===== src/rtl/onewire_slave.sv =====
// 1-wire slave: bus reset/presence, command byte, fixed-length READ/WRITE payload.
// Define ONEWIRE_CRC8_EN to append (TX) and check (RX) a Dallas CRC-8 byte.
module onewire_slave #(
    parameter int         CLK_PER_US = 100,
    parameter int         DATA_BYTES = 4,
    parameter logic [7:0] CMD_READ   = 8'hBE,
    parameter logic [7:0] CMD_WRITE  = 8'h4E
) (
    input  logic                    clk,
    input  logic                    reset,
    input  logic                    dq_in,
    output logic                    dq_oe,
    input  logic [8*DATA_BYTES-1:0] tx_data,
    output logic [8*DATA_BYTES-1:0] rx_data,
    output logic                    rx_valid,
    output logic                    cmd_err,
    output logic                    busy
);
`ifdef ONEWIRE_CRC8_EN
    localparam int CRC_BYTES = 1;
`else
    localparam int CRC_BYTES = 0;
`endif
    localparam int PW      = 8 * DATA_BYTES;
    localparam int NBITS   = 8 * (DATA_BYTES + CRC_BYTES);
    localparam int RST_CYC = 480 * CLK_PER_US;
    localparam int LW      = $clog2(RST_CYC + 1);
    localparam int TW      = $clog2(120 * CLK_PER_US);
    localparam int BW      = $clog2(8 * (DATA_BYTES + 1) + 1);

    localparam logic [LW-1:0] RST_M1   = LW'(RST_CYC - 1);
    localparam logic [LW-1:0] RST_MAX  = LW'(RST_CYC);
    localparam logic [TW-1:0] T30_M1   = TW'(30 * CLK_PER_US - 1);
    localparam logic [TW-1:0] T120_M1  = TW'(120 * CLK_PER_US - 1);
    localparam logic [BW-1:0] CMD_LAST = BW'(7);
    localparam logic [BW-1:0] DAT_LAST = BW'(NBITS - 1);

    typedef enum logic [2:0] {
        S_IDLE, S_PRES_WAIT, S_PRES_DRIVE, S_CMD, S_TX, S_RX
    } state_t;

    state_t            r_state;
    state_t            w_nxt;
    logic              r_sync1;
    logic              r_sync2;
    logic              r_dq_prev;
    logic [LW-1:0]     r_low_cnt;
    logic              r_rst_armed;
    logic [TW-1:0]     r_tmr;
    logic              r_slot_act;
    logic [BW-1:0]     r_bit_cnt;
    logic [NBITS-1:0]  r_shift;
    logic [NBITS-1:0]  r_tx_shift;
    logic              r_rx_done;
    logic [PW-1:0]     r_rx_data;
    logic              r_rx_valid;
    logic              r_cmd_err;

    logic              w_fall;
    logic              w_rise;
    logic              w_bus_rst;
    logic              w_tmr_zero;
    logic              w_slot_end;
    logic [NBITS-1:0]  w_shift_nxt;
    logic [7:0]        w_cmd;
    logic              w_crc_ok;
    logic [NBITS-1:0]  w_tx_load;

    assign w_fall      = r_dq_prev & ~r_sync2;
    assign w_rise      = ~r_dq_prev & r_sync2;
    assign w_bus_rst   = ~r_sync2 && (r_low_cnt == RST_M1);
    assign w_tmr_zero  = (r_tmr == '0);
    assign w_slot_end  = r_slot_act & w_tmr_zero;
    assign w_shift_nxt = {r_sync2, r_shift[NBITS-1:1]};
    assign w_cmd       = w_shift_nxt[NBITS-1 -: 8];

`ifdef ONEWIRE_CRC8_EN
    function automatic logic [7:0] crc8(input logic [PW-1:0] d);
        logic [7:0] c;
        c = 8'h00;
        for (int i = 0; i < PW; i++) begin
            if (c[0] ^ d[i]) c = (c >> 1) ^ 8'h8C;
            else             c = c >> 1;
        end
        return c;
    endfunction

    assign w_crc_ok  = (crc8(r_shift[PW-1:0]) == r_shift[NBITS-1 -: 8]);
    assign w_tx_load = {crc8(tx_data), tx_data};
`else
    assign w_crc_ok  = 1'b1;
    assign w_tx_load = tx_data;
`endif

    always_ff @(posedge clk or negedge reset) begin
        if (!reset) r_state <= S_IDLE;
        else        r_state <= w_nxt;
    end

    always_comb begin
        w_nxt = r_state;
        if (w_bus_rst) begin
            w_nxt = S_IDLE;
        end else if (w_rise && r_rst_armed) begin
            w_nxt = S_PRES_WAIT;
        end else begin
            unique case (r_state)
                S_PRES_WAIT:  if (w_tmr_zero) w_nxt = S_PRES_DRIVE;
                S_PRES_DRIVE: if (w_tmr_zero) w_nxt = S_CMD;
                S_CMD: begin
                    if (w_slot_end && r_bit_cnt == CMD_LAST) begin
                        if (w_cmd == CMD_READ)       w_nxt = S_TX;
                        else if (w_cmd == CMD_WRITE) w_nxt = S_RX;
                        else                         w_nxt = S_IDLE;
                    end
                end
                S_TX, S_RX: begin
                    if (w_slot_end && r_bit_cnt == DAT_LAST) w_nxt = S_IDLE;
                end
                default: ;
            endcase
        end
    end

    always_comb begin
        dq_oe = 1'b0;
        busy  = 1'b1;
        unique case (r_state)
            S_IDLE:       busy  = 1'b0;
            S_PRES_DRIVE: dq_oe = 1'b1;
            S_TX:         dq_oe = r_slot_act & ~r_tx_shift[0];
            default: ;
        endcase
    end

    // Sync, low-time watchdog and slot datapath; r_tmr is shared by presence and slots
    always_ff @(posedge clk or negedge reset) begin
        if (!reset) begin
            r_sync1     <= 1'b1;
            r_sync2     <= 1'b1;
            r_dq_prev   <= 1'b1;
            r_low_cnt   <= '0;
            r_rst_armed <= 1'b0;
            r_tmr       <= '0;
            r_slot_act  <= 1'b0;
            r_bit_cnt   <= '0;
            r_shift     <= '0;
            r_tx_shift  <= '0;
            r_rx_done   <= 1'b0;
            r_rx_data   <= '0;
            r_rx_valid  <= 1'b0;
            r_cmd_err   <= 1'b0;
        end else begin
            r_sync1    <= dq_in;
            r_sync2    <= r_sync1;
            r_dq_prev  <= r_sync2;
            r_rx_valid <= 1'b0;
            r_cmd_err  <= 1'b0;
            r_rx_done  <= 1'b0;

            if (r_rx_done && w_crc_ok) begin
                r_rx_data  <= r_shift[PW-1:0];
                r_rx_valid <= 1'b1;
            end

            if (r_sync2)                   r_low_cnt <= '0;
            else if (r_low_cnt != RST_MAX) r_low_cnt <= r_low_cnt + 1'b1;

            if (w_bus_rst)   r_rst_armed <= 1'b1;
            else if (w_rise) r_rst_armed <= 1'b0;

            if (w_bus_rst) begin
                r_slot_act <= 1'b0;
            end else if (w_rise && r_rst_armed) begin
                r_slot_act <= 1'b0;
                r_tmr      <= T30_M1;
            end else begin
                unique case (r_state)
                    S_PRES_WAIT: r_tmr <= w_tmr_zero ? T120_M1 : r_tmr - 1'b1;
                    S_PRES_DRIVE: begin
                        if (!w_tmr_zero) r_tmr <= r_tmr - 1'b1;
                        r_bit_cnt  <= '0;
                        r_slot_act <= 1'b0;
                    end
                    S_CMD, S_TX, S_RX: begin
                        if (r_slot_act) begin
                            if (!w_tmr_zero) begin
                                r_tmr <= r_tmr - 1'b1;
                            end else begin
                                r_slot_act <= 1'b0;
                                r_bit_cnt  <= r_bit_cnt + 1'b1;
                                r_shift    <= w_shift_nxt;
                                r_tx_shift <= r_tx_shift >> 1;
                                if (r_state == S_CMD && r_bit_cnt == CMD_LAST) begin
                                    r_bit_cnt <= '0;
                                    if (w_cmd == CMD_READ)       r_tx_shift <= w_tx_load;
                                    else if (w_cmd != CMD_WRITE) r_cmd_err  <= 1'b1;
                                end
                                if (r_state == S_RX && r_bit_cnt == DAT_LAST)
                                    r_rx_done <= 1'b1;
                            end
                        end else if (w_fall) begin
                            r_slot_act <= 1'b1;
                            r_tmr      <= T30_M1;
                        end
                    end
                    default: r_slot_act <= 1'b0;
                endcase
            end
        end
    end

    assign rx_data  = r_rx_data;
    assign rx_valid = r_rx_valid;
    assign cmd_err  = r_cmd_err;

endmodule

===== config.mk =====
export PLATFORM = sky130hd
export DESIGN_NAME = onewire_slave
export DESIGN_NICKNAME = d
export VERILOG_FILES = /design/src/rtl/onewire_slave.sv
export SDC_FILE = /design/constraint.sdc
export NUM_CORES = 1
export LEC_CHECK = 0
export CORE_MARGIN = 2
export CORE_UTILIZATION = 57
export DETAILED_ROUTE_END_ITERATION = 8
export MAX_ROUTING_LAYER = met4
export PLACE_DENSITY_LB_ADDON = 0.05
export SLEW_MARGIN = 20
export SYNTH_ARGS = -nofsm -noshare
export SYNTH_HDL_FRONTEND = slang
export SYNTH_SLANG_ARGS = --single-unit
export TNS_END_PERCENT = 20

===== constraint.sdc =====
create_clock -name clk -period 3.1 [get_ports clk]
set_input_delay 0.62 -clock clk [delete_from_list [all_inputs] [get_ports clk]]
set_output_delay 0.62 -clock clk [all_outputs]
set_load 0.1 [all_outputs]

-- After elaboration in Yosys (flattened, before gate mapping)
Cells that the tools add are included.
- register bits: 143
- equal/unequal tests: 20
- mux-type cells: 48
- reductions and logical operators: 19
- bitwise gates (word level): 9
- add/subtract/negate cells: 3
- operators with widths (kind ; number):
    $mux 14 ; 5
    $mux 32 ; 2
    $pmux 14 s3 ; 1
    $mux 16 ; 2
    $mux 3 ; 8
    $mux 1 ; 23
    $ne 4x4->1 const B ; 5
    $mux 6 ; 3
    $add 16x1->16 const B ; 1
    $eq 16x16->1 const B ; 1
    $ne 16x16->1 const B ; 1
    $reduce_and 5->1 ; 3
    $logic_not 14->1 ; 1
    $sub 14x1->14 const B ; 1
    $pmux 3 s4 ; 1
    $pmux 6 s2 ; 1
    $eq 8x7->1 const B ; 1
    $eq 8x8->1 const B ; 1
    $ne 8x7->1 const B ; 1
    $add 6x1->6 const B ; 1
    $eq 3x2->1 const B ; 2
    $eq 3x3->1 const B ; 2
    $eq 6x3->1 const B ; 1
    $eq 6x5->1 const B ; 1
    other kinds (14) ; 30

-- Logic depth before layout (Yosys ltp)
Gate-level depths: netlist (run 1).
- word-level depth: 9
- depth in mapped cells: 12

-- Worst setup path before layout (run 1)
Ideal clock, no wire load.
- path kind: flip-flop to output port
- start point: register r_state[2]
- end point: output port dq_oe
- stages on the path, launching flop included: 5
- setup slack: 2 ps
- data arrival time: 2478 ps
- path through: dfrtp_1 > clkbuf_1 > nor2b_1 > nand3b_1 > a21oi_1
- longest elaborated chain between the ends: 2
- ends and longest elaborated chain (element ; line ; text):
    start, declared ; 42 ; state_t r_state;
    start signal, assigned ; 97 ; else r_state <= w_nxt;
    $eq 3x3->1 / $eq 3x2->1 (equally long branches) ; 128 ; unique case (r_state)
    $pmux 1 s2 * ; 128 ;
    end, declared ; 12 ; output logic dq_oe,
Mark *: on every way between the ends. The rest lies on a longest branch, timed or not.

-- Final worst setup path (run 1)
- start point: register r_tmr[0]
- end point: register r_tx_shift[13]
- longest elaborated chain between the ends: 2
- ends and longest elaborated chain (element ; line ; text):
    start, declared ; 49 ; logic [TW-1:0] r_tmr;
    start signal, assigned ; 179 ; S_PRES_WAIT: r_tmr <= w_tmr_zero ? T120_M1 : r_tmr - 1'b1;
    start signal, assigned ; 181 ; if (!w_tmr_zero) r_tmr <= r_tmr - 1'b1;
    start signal, assigned ; 188 ; r_tmr <= r_tmr - 1'b1;
    $logic_not 14->1 ; 72 ; assign w_tmr_zero = (r_tmr == '0);
    $reduce_and 5->1 (no source line) ; n/a ;
    end signal, assigned ; 193 ; r_tx_shift <= r_tx_shift >> 1;
    end signal, assigned ; 196 ; if (w_cmd == CMD_READ) r_tx_shift <= w_tx_load;
    end, declared ; 53 ; logic [NBITS-1:0] r_tx_shift;
No other way between the ends.
A chain may end at the register's enable or synchronous reset.

==> metrics.cfg, run 1 <==
[power_and_ir_drop]
peakVddDrop_uv = 799
p_per_area_nw_per_um2 = 483
p_leak_nw = 4.13
combPwrFrac = 0.026
swShare = 0.219
seq_power_share = 0.493
p_int_w = 0.00299
clkPwrFrac = 0.482
p_sw_w = 0.000839

[worst_hold_path]
hp-class = input port to asynchronous set/reset pin

[floorplan]
dieHeight_um = 112
core_um2 = 11400
io_pins = 71
die_w_um = 112
rows = 39
start_util = 0.582
die-area_um2 = 12500

[critical_path]
cp.arrival_ps = 3090
cp-start-kind = register
required_ps = 3390
critPathMaxFanout = 46
worstSetupPathType = register to register
crit_path_end_kind = register

[route]
dr.pass1.iters = 4
routed_wl_um = 13200
ant_nets = 0
vias_per_cell = 5.58
num_vias = 4891
post-route-drc-count = 0
drt_iter0_drc = 388
wl_per_cell_um = 15.1

[clocking]
postCtsSetupRepairBufs = 0
clk_path_buf_depth = 2
cts_resized = 0
htree_levels = 4
insertion_delay_ps = 420
cts_root_buffer = clkbuf_16
path_clk_slew_ps = 60
cts_tree = done
cts_sinks = 143
hold_buffers = 0
cts_made_buffers = 17

[layout]
syn_to_final_growth_pct = 19.5
antenna_cells = 0
fin_cells = 877
fin_nets = 763
regArea_um2 = 3580
nFillCells = 845
multi_input_area_um2 = 2840
final_layout_size_suffix_gt1_frac = 0.173

[timing]
fin_crit_ps = 2800
setup_violations = 0
final_hold_viol_count = 0
worstMarginPinSlew_ps = 696
worst_clock_skew_ps = 7.72
slew_headroom = 0.536
max_freq_ghz = 0.358
post-route-period-util = 0.902
slew_violations = 0
rsz0062_at_grt = false
tns_ps = 0

[synthesis]
yosysMostFrequentCell = nand2_1
ys_top_cells_by_count = 145 x nand2_1, 140 x dfrtp_1, 50 x o21ai_0
synth_area_um2 = 6620
synth_nets = 695
synthCells = 653
synth_edf_count = 0
yosysSeqAreaShare = 0.541
netlist_top_cells_area = dfrtp_1 53%, nand2_1 8.2%, mux2_2 5.4%
yosysWarnings = 0
syn-mean-instance-area_um2 = 10.1
yosys.cell_types.count = 62
synth_top_cell_by_area = dfrtp_1
synth-main-ff-cell = dfrtp_1
ys_seq_elements = 143
synth_top_cell_area_share = 0.529
synthArstFlopShare = 1.00

[flow_run]
max-cap-violations = 0

[global_routing]
grtUsageTotal = 0.231
grt_pass1_wl_um = 22600
grt_max_degree = 77
grt_overflow = 0
antenna_found_initial = 0
grt_pass1_vias = 4849

[placed_design]
place_inst = 845
gp_congestion = 0.862
hpwlAfterDp_um = 8790
portBuffers = 70

[outcome]
status = complete, no violations

==> flip-flops by register name, summed over array words and instances (netlist names), 3 cells and up <==
register    count
r_shift        32
r_tx_shift     32
rx_data        32
r_low_cnt      16
r_tmr          14
r_bit_cnt       6
r_state         3
==> worst max-delay path, stage by stage, from the launching register on <==
cell and delay [ps]:
dfrtp_1 400, inv_1 100, ha_1 240, nor4b_4 360, nand2_2 140, nor3_4 300, inv_2 60, or4_4 650
buf_12 230, nand2_1 90, o21ai_0 90
==> placed cells by master, fill, tap and decap left out, drive strengths merged, types with 6 or more instances in the layout <==
| master | Yosys | final |
|---|---|---|
| ha | 7 | 7 |
| xor2 | 11 | 11 |
| o21ai | 57 | 57 |
| buf | 14 | 46 |
| nand4 | 7 | 7 |
| nand3 | 20 | 20 |
| nor2 | 42 | 42 |
| mux2 | 32 | 32 |
| a21oi | 14 | 14 |
| o31ai | 9 | 9 |
| clkbuf | 16 | 20 |
| nor3 | 13 | 13 |
| mux2i | 32 | 32 |
| dfrtp | 140 | 140 |
| nand2 | 146 | 146 |
| inv | 14 | 17 |
| nand3b | 6 | 6 |
| clkdlybuf4s50 | 0 | 33 |
==> path summary, 6_finish.rpt <==
kind | cells past startpoint | startpoint | slack, ps | end
max | 10 | r_tmr[0] | 300 | r_tx_shift[13]
min | 1 | reset | 230 | r_tmr[5]
max reg2reg | 10 | r_tmr[0] | 300 | r_tx_shift[13]
min reg2reg | 0 | r_sync1 | 360 | r_sync2
max in group asynchronous | 2 | reset | 2060 | r_shift[0]
min in group clk | 0 | r_sync1 | 360 | r_sync2
==> metrics by stage <==
stage	area (um^2)	hold slack [ps]	total power, W	setup WS (ps)	util
after detailed placement	7370	351	0.00202	331	0.648
final	7910	232	0.00383	305	0.696
after global routing	7910	291	0.00396	90.0	0.696
after CTS	7910	255	0.00386	311	0.696
after floorplan	6620	324	0.00193	2.13	-
after global placement	7370	347	0.00202	418	0.648
==> per-layer routing <==
layer  wire length (um)  up-vias  track usage
li1                   -     2403            -
met1               6130     2368        0.298
met2               6270      106        0.348
met3                643       14       0.0631
met4                194        0       0.0922
met5                  0        -            -
==> area by class of cell <==
cell class                      count  share of cell area
Multi-Input combinational cell    466               0.359
Clock inverter                     12              0.0106
Inverter                           14             0.00664
Sequential cell                   143               0.453
Timing Repair Buffer               79              0.0906
Tap cell                          143              0.0226
Clock buffer                       20              0.0577
==> power by group through the flow <==
stage | Clock, W | Combinational [W] | Sequential, W
finish | 0.00184 | 0.0000989 | 0.00188
global route | 0.00196 | 0.000112 | 0.00188
CTS | 0.00188 | 0.000103 | 0.00188
detailed placement | 0 | 0.000102 | 0.00192
global placement | 0 | 0.000100 | 0.00192
floorplan | 0 | 0.0000163 | 0.00191
==> logic make-up (layout without fill, tap and decap cells) <==
family,Yosys count,after routing,synth area share
compound gates,106,106,0.0951
mux,64,64,0.103
simple gates,273,273,0.195
xor+xnor,16,16,0.0212
flops,143,143,0.541
buf+inv,44,125,0.0317
fa+ha+maj,7,7,0.0132
No activity file was read; power rests on OpenSTA's default activity.
==> inputs of run 2 (changes only) <==
- CORE_UTILIZATION: 57 -> 51
- clock period: 3.1 -> 2.52 ns (I/O delays scaled with it)
==> metrics.cfg, run 2 (synthesis results as in run 1) <==
[flow_run]
max-cap-violations = 0  ; unchanged

[critical_path]
r2r-start = r_tmr[1]
required_ps = 2880  ; -510 ps
cp-start-kind = register
critPathMaxFanout = 4  ; -91%
crit_start = r_tmr[1]
cp.arrival_ps = 2800  ; -290 ps
crit_path_end_kind = register
worstSetupPathType = register to register

[outcome]
status = complete, no violations

[timing]
setup_violations = 0  ; unchanged
fin_crit_ps = 2440  ; -357 ps
tns_ps = 0  ; unchanged
max_freq_ghz = 0.410  ; +15%
final_hold_viol_count = 0  ; unchanged
worstMarginPinSlew_ps = 632  ; -64.0 ps
worst_clock_skew_ps = 5.12  ; -2.60 ps
post-route-period-util = 0.968  ; +0.0660
slew_violations = 0  ; unchanged
slew_headroom = 0.577  ; +0.0413

[power_and_ir_drop]
p_leak_nw = 4.31  ; +4.3%
p_per_area_nw_per_um2 = 585  ; +21%
peakVddDrop_uv = 450  ; -44%

[clocking]
insertion_delay_ps = 420  ; about the same
htree_levels = 4  ; unchanged
clk_path_buf_depth = 2  ; unchanged
cts_tree = done
hold_buffers = 0  ; unchanged
cts_root_buffer = clkbuf_16
cts_sinks = 143  ; unchanged
cts_made_buffers = 17  ; unchanged
path_clk_slew_ps = 60  ; about the same

[route]
wl_per_cell_um = 15.1  ; +0.17%
post-route-drc-count = 0  ; unchanged
dr.pass1.iters = 4  ; unchanged
ant_nets = 0  ; unchanged
routed_wl_um = 14100  ; +6.6%
drt_iter0_drc = 292  ; -25%
num_vias = 5005  ; +2.3%
vias_per_cell = 5.36  ; -3.8%

[floorplan]
rows = 41  ; +5.1%
dieHeight_um = 118  ; +5.5%
start_util = 0.523  ; -0.0598
die_w_um = 118  ; +5.5%
die-area_um2 = 13900  ; +11%
io_pins = 71  ; unchanged
core_um2 = 12700  ; +11%

[layout]
final_cell_mix = 144 x nand2_1, 139 x dfrtp_1, 67 x buf_4
final_util = 0.652  ; -0.0442
postLayoutCellArea_um2 = 8260  ; +4.4%
fin_nets = 792  ; +3.8%
antenna_cells = 0  ; unchanged
syn_to_final_growth_pct = 24.7
layout_commonest_cell = nand2_1
final_layout_size_suffix_gt1_frac = 0.209  ; +0.0359
nFillCells = 1053  ; +25%

[global_routing]
grt_max_degree = 98  ; +27%
grt_pass1_wl_um = 23000  ; +1.9%
grt_overflow = 0  ; unchanged
grt_pass1_vias = 4851  ; +0.041%
grtUsageTotal = 0.212  ; -0.0190
antenna_found_initial = 0  ; unchanged

[placed_design]
hpwlAfterDp_um = 9330  ; +6.1%
dpl-instance-area_um2 = 7590  ; +3.0%
portBuffers = 70  ; unchanged
gp_congestion = 0.895  ; +3.8%

[worst_hold_path]
hp-class = input port to asynchronous set/reset pin

-- run 2: changes by cell type in the layout (fill, tap and decap cells not counted), moves of 2 or more --
cell	previous run	this run
inv_2	1	3
clkbuf_16	17	19
clkinvlp_4	5	3
buf_4	42	67
inv_6	3	1
bufinv_16	0	2
inv_1	13	11
-- run 2: report_power, final --
| part | internal [W] | switching (W) |
|---|---|---|
| Combinational | 0.0000639 | 0.0000656 |
| Sequential | 0.00231 | 0.00000921 |
| Clock | 0.00146 | 0.000926 |
| Total | 0.00383 | 0.00100 |
-- run 2: stage by stage --
stage	instances	total power, W	hold WS (ps)	worst slack, ps
after floorplan	653	0.00237	208	18.5
after global placement	896	0.00249	346	90.1
after detailed placement	896	0.00249	351	3.09
after CTS	926	0.00489	53.3	42.0
after global routing	933	0.00502	70.6	-9.72
final	933	0.00483	38.6	81.2
-- run 2: cell type report --
type	instances	area (um^2)	share of cell area
clock inverter	11	116	0.0141
timing repair buffer	108	993	0.120
clock buffer	19	443	0.0536
sequential	143	3580	0.434
multi-input combinational	466	2860	0.346
tap	172	215	0.0261
inverter	14	52.6	0.00636
-- run 2: path summary, 6_finish.rpt --
check,depth (start not counted),slack [ps],to
worst min register to register,0,360,r_sync2
min in group clk,0,360,r_sync2
worst min-delay path,1,40,r_tmr[5]
worst max-delay path,8,80,r_bit_cnt[2]
max in group asynchronous,2,1790,r_sync1
worst max register to register,8,80,r_bit_cnt[2]
-- run 2: layer usage --
layer | up-vias | track usage | part of all wire | routed length [um]
met4 | 0 | 0.0738 | 0.0090 | 127
li1 | 2443 | - | - | -
met2 | 95 | 0.332 | 0.49 | 6850
met3 | 10 | 0.0552 | 0.044 | 619
met1 | 2457 | 0.267 | 0.46 | 6510
met5 | - | - | 0 | 0
-- run 2: critical path: stages (launching register included) --
cell     delay [ps]
dfrtp_1         390
inv_2            70
ha_2            170
nor4b_4         270
buf_4           180
nand4_1         210
a211o_1         400
or4b_2          620
nand2_1          70
-- run 2: what timing repair did --
item	in CTS	in global routing
gates resized for setup	1	7
setup buffers	0	4
endpoints found under the setup margin	3	66
pin swaps	0	6
gates cloned	0	3
==> inputs of run 3 (changes only) <==
- CORE_ASPECT_RATIO: unset -> 0.6
- CORE_MARGIN: 2 -> 4
- CTS_CLUSTER_DIAMETER: unset -> 150
==> metrics.cfg, run 3 (synthesis results as in run 1) <==
[outcome]
status = complete, no violations

[critical_path]
required_ps = 2840  ; -40 ps
crit_chain = inv_1, ha_1, nor4b_4, nand2_2, nor3_4, inv_2, or4_4, clkbuf_16, o21ai_0
reg2reg_depth = 9  ; +1
cp.arrival_ps = 2710  ; -90 ps
reg2reg_to = r_tx_shift[24]
worst-path-stages = 9  ; +1
r2r-start = r_tmr[0]
slowest_delay_ps = 590  ; -30 ps
crit_start = r_tmr[0]
cp_slowest_cell = or4_4
crit_path_end_kind = register
critPathCapture = r_tx_shift[24]
cp-start-kind = register
cp_num_buf_inv = 3  ; +1
reg2reg_setup_slack_ps = 130  ; +50 ps
worstSetupPathType = register to register
critPathMaxFanout = 48  ; +44
cp_top_family = simple AND/OR/NAND/NOR gates

[floorplan]
rows = 31  ; -24%
io_pins = 71  ; unchanged
core_um2 = 12400  ; -2.4%
start_util = 0.535  ; +0.0126
die_w_um = 155  ; +32%
die-area_um2 = 14900  ; +7.3%
dieHeight_um = 96.3  ; -18%

[placed_design]
dpl_worst_slack_ps = 91.1  ; +88.0 ps
gp_congestion = 0.911  ; +1.8%
portBuffers = 70  ; unchanged
hpwlAfterDp_um = 9850  ; +5.6%

[timing]
post-route-period-util = 0.948  ; -0.0202
worst_clock_skew_ps = 12.2  ; +7.11 ps
fin_crit_ps = 2390  ; -50.9 ps
slew_violations = 0  ; unchanged
worstMarginPinSlew_ps = 582  ; -49.7 ps
max_freq_ghz = 0.419  ; +2.1%
setup_slack_ps = 132  ; +50.9 ps
slew_headroom = 0.612  ; +0.0345
final_hold_viol_count = 0  ; unchanged
setup_violations = 0  ; unchanged
rsz0062_at_grt = true
tns_ps = 0  ; unchanged

[route]
routed_wl_um = 15000  ; +6.4%
num_vias = 5087  ; +1.6%
drt_iter0_drc = 411  ; +41%
wl_per_cell_um = 16.3  ; +8.1%
vias_per_cell = 5.54  ; +3.3%
post-route-drc-count = 0  ; unchanged
ant_nets = 0  ; unchanged
dr.pass1.iters = 5  ; +1

[clocking]
insertion_delay_ps = 410  ; about the same
clk_path_buf_depth = 2  ; unchanged
hold_buffers = 0  ; unchanged
htree_levels = 4  ; unchanged
path_clk_slew_ps = 60  ; about the same
cts_root_buffer = clkbuf_16
cts_sinks = 143  ; unchanged
cts_tree = done
cts_made_buffers = 17  ; unchanged

[layout]
syn_to_final_growth_pct = 24.3
final_layout_size_suffix_gt1_frac = 0.195  ; -0.0137
layout_commonest_cell = nand2_1
fin_nets = 782  ; -1.3%
antenna_cells = 0  ; unchanged
final_cell_mix = 145 x nand2_1, 140 x dfrtp_1, 58 x buf_4

[global_routing]
grt_pass1_wl_um = 24700  ; +7.0%
antenna_found_initial = 0  ; unchanged
grt_overflow = 0  ; unchanged
grt_max_degree = 98  ; unchanged
grt_pass1_vias = 4857  ; +0.12%
grtUsageTotal = 0.213  ; +0.000933

[flow_run]
max-cap-violations = 0  ; unchanged

[power_and_ir_drop]
p_leak_nw = 4.29  ; -0.45%
peakVddDrop_uv = 476  ; +5.8%
p_per_area_nw_per_um2 = 621  ; +6.0%

[worst_hold_path]
hp-class = input port to asynchronous set/reset pin

==> run 3: cell count changes in the layout (fill, tap and decap cells not counted), moves of 2 or more <==
| cell | delta |
|---|---|
| clkinv_2 | -2 |
| o21ai_0 | -5 |
| bufinv_16 | +2 |
| inv_1 | +2 |
| buf_4 | -9 |
| o21ai_1 | +4 |
| inv_2 | -2 |
==> run 3: area by class of cell <==
class                           count  area [um^2]
Clock buffer                       19          443
Clock inverter                     13          184
Fill cell                         934         4140
Inverter                           14         52.6
Multi-Input combinational cell    466         2850
Sequential cell                   143         3580
Tap cell                          165          206
Timing Repair Buffer               98          915
==> run 3: worst register-to-register path, stage by stage (launching register included) <==
cell	delay (ps)
dfrtp_1	410
inv_1	90
ha_1	180
nor4b_4	230
nand2_2	120
nor3_4	160
inv_2	50
or4_4	590
clkbuf_16	260
o21ai_0	200
==> run 3: layer usage <==
layer  track usage  vias up  share of wire
met1         0.308     2478           0.50
met3        0.0544       17          0.060
li1              -     2442              -
met5             -        -              0
met2         0.296      150           0.43
met4        0.0602        0          0.010
==> run 3: timing repair <==
| action | 4_1_cts | 5_1_grt |
|---|---|---|
| buffers inserted | 0 | 0 |
| resized for setup | 0 | 7 |
| hold endpoints to repair | 0 | 0 |
| setup endpoints to repair | 0 | 50 |
==> run 3: worst min-delay path by stage <==
stage | from | to | slack [ps] | cells after the start
global route | reset | r_tmr[4] | 80 | 1
CTS | reset | r_tmr[2] | 60 | 1
detailed placement | r_sync1 | r_sync2 | 350 | 0
floorplan | reset | cmd_err | 210 | 0
finish | reset | r_tmr[5] | 30 | 1
global placement | r_sync1 | r_sync2 | 350 | 0
==> run 3: power breakdown <==
| part | switching, W | internal [W] | leakage [nW] | total [W] |
|---|---|---|---|---|
| clock | 0.000976 | 0.00169 | 0.300 | 0.00266 |
| sequential | 0.00000866 | 0.00231 | 1.82 | 0.00231 |
| combinational | 0.0000689 | 0.0000627 | 2.16 | 0.000132 |
| total | 0.00105 | 0.00405 | 4.29 | 0.00511 |
==> run 3: per-stage QoR <==
step / cell area (um^2) / instances / utilization / hold slack (ps) / power (W)
floorplan: 6630 / 653 / - / 208 / 0.00237
global placement: 7540 / 884 / 0.609 / 349 / 0.00249
detailed placement: 7540 / 884 / 0.609 / 349 / 0.00249
CTS: 8170 / 916 / 0.660 / 57.5 / 0.00515
global route: 8230 / 918 / 0.665 / 76.3 / 0.00529
finish: 8230 / 918 / 0.665 / 31.2 / 0.00511
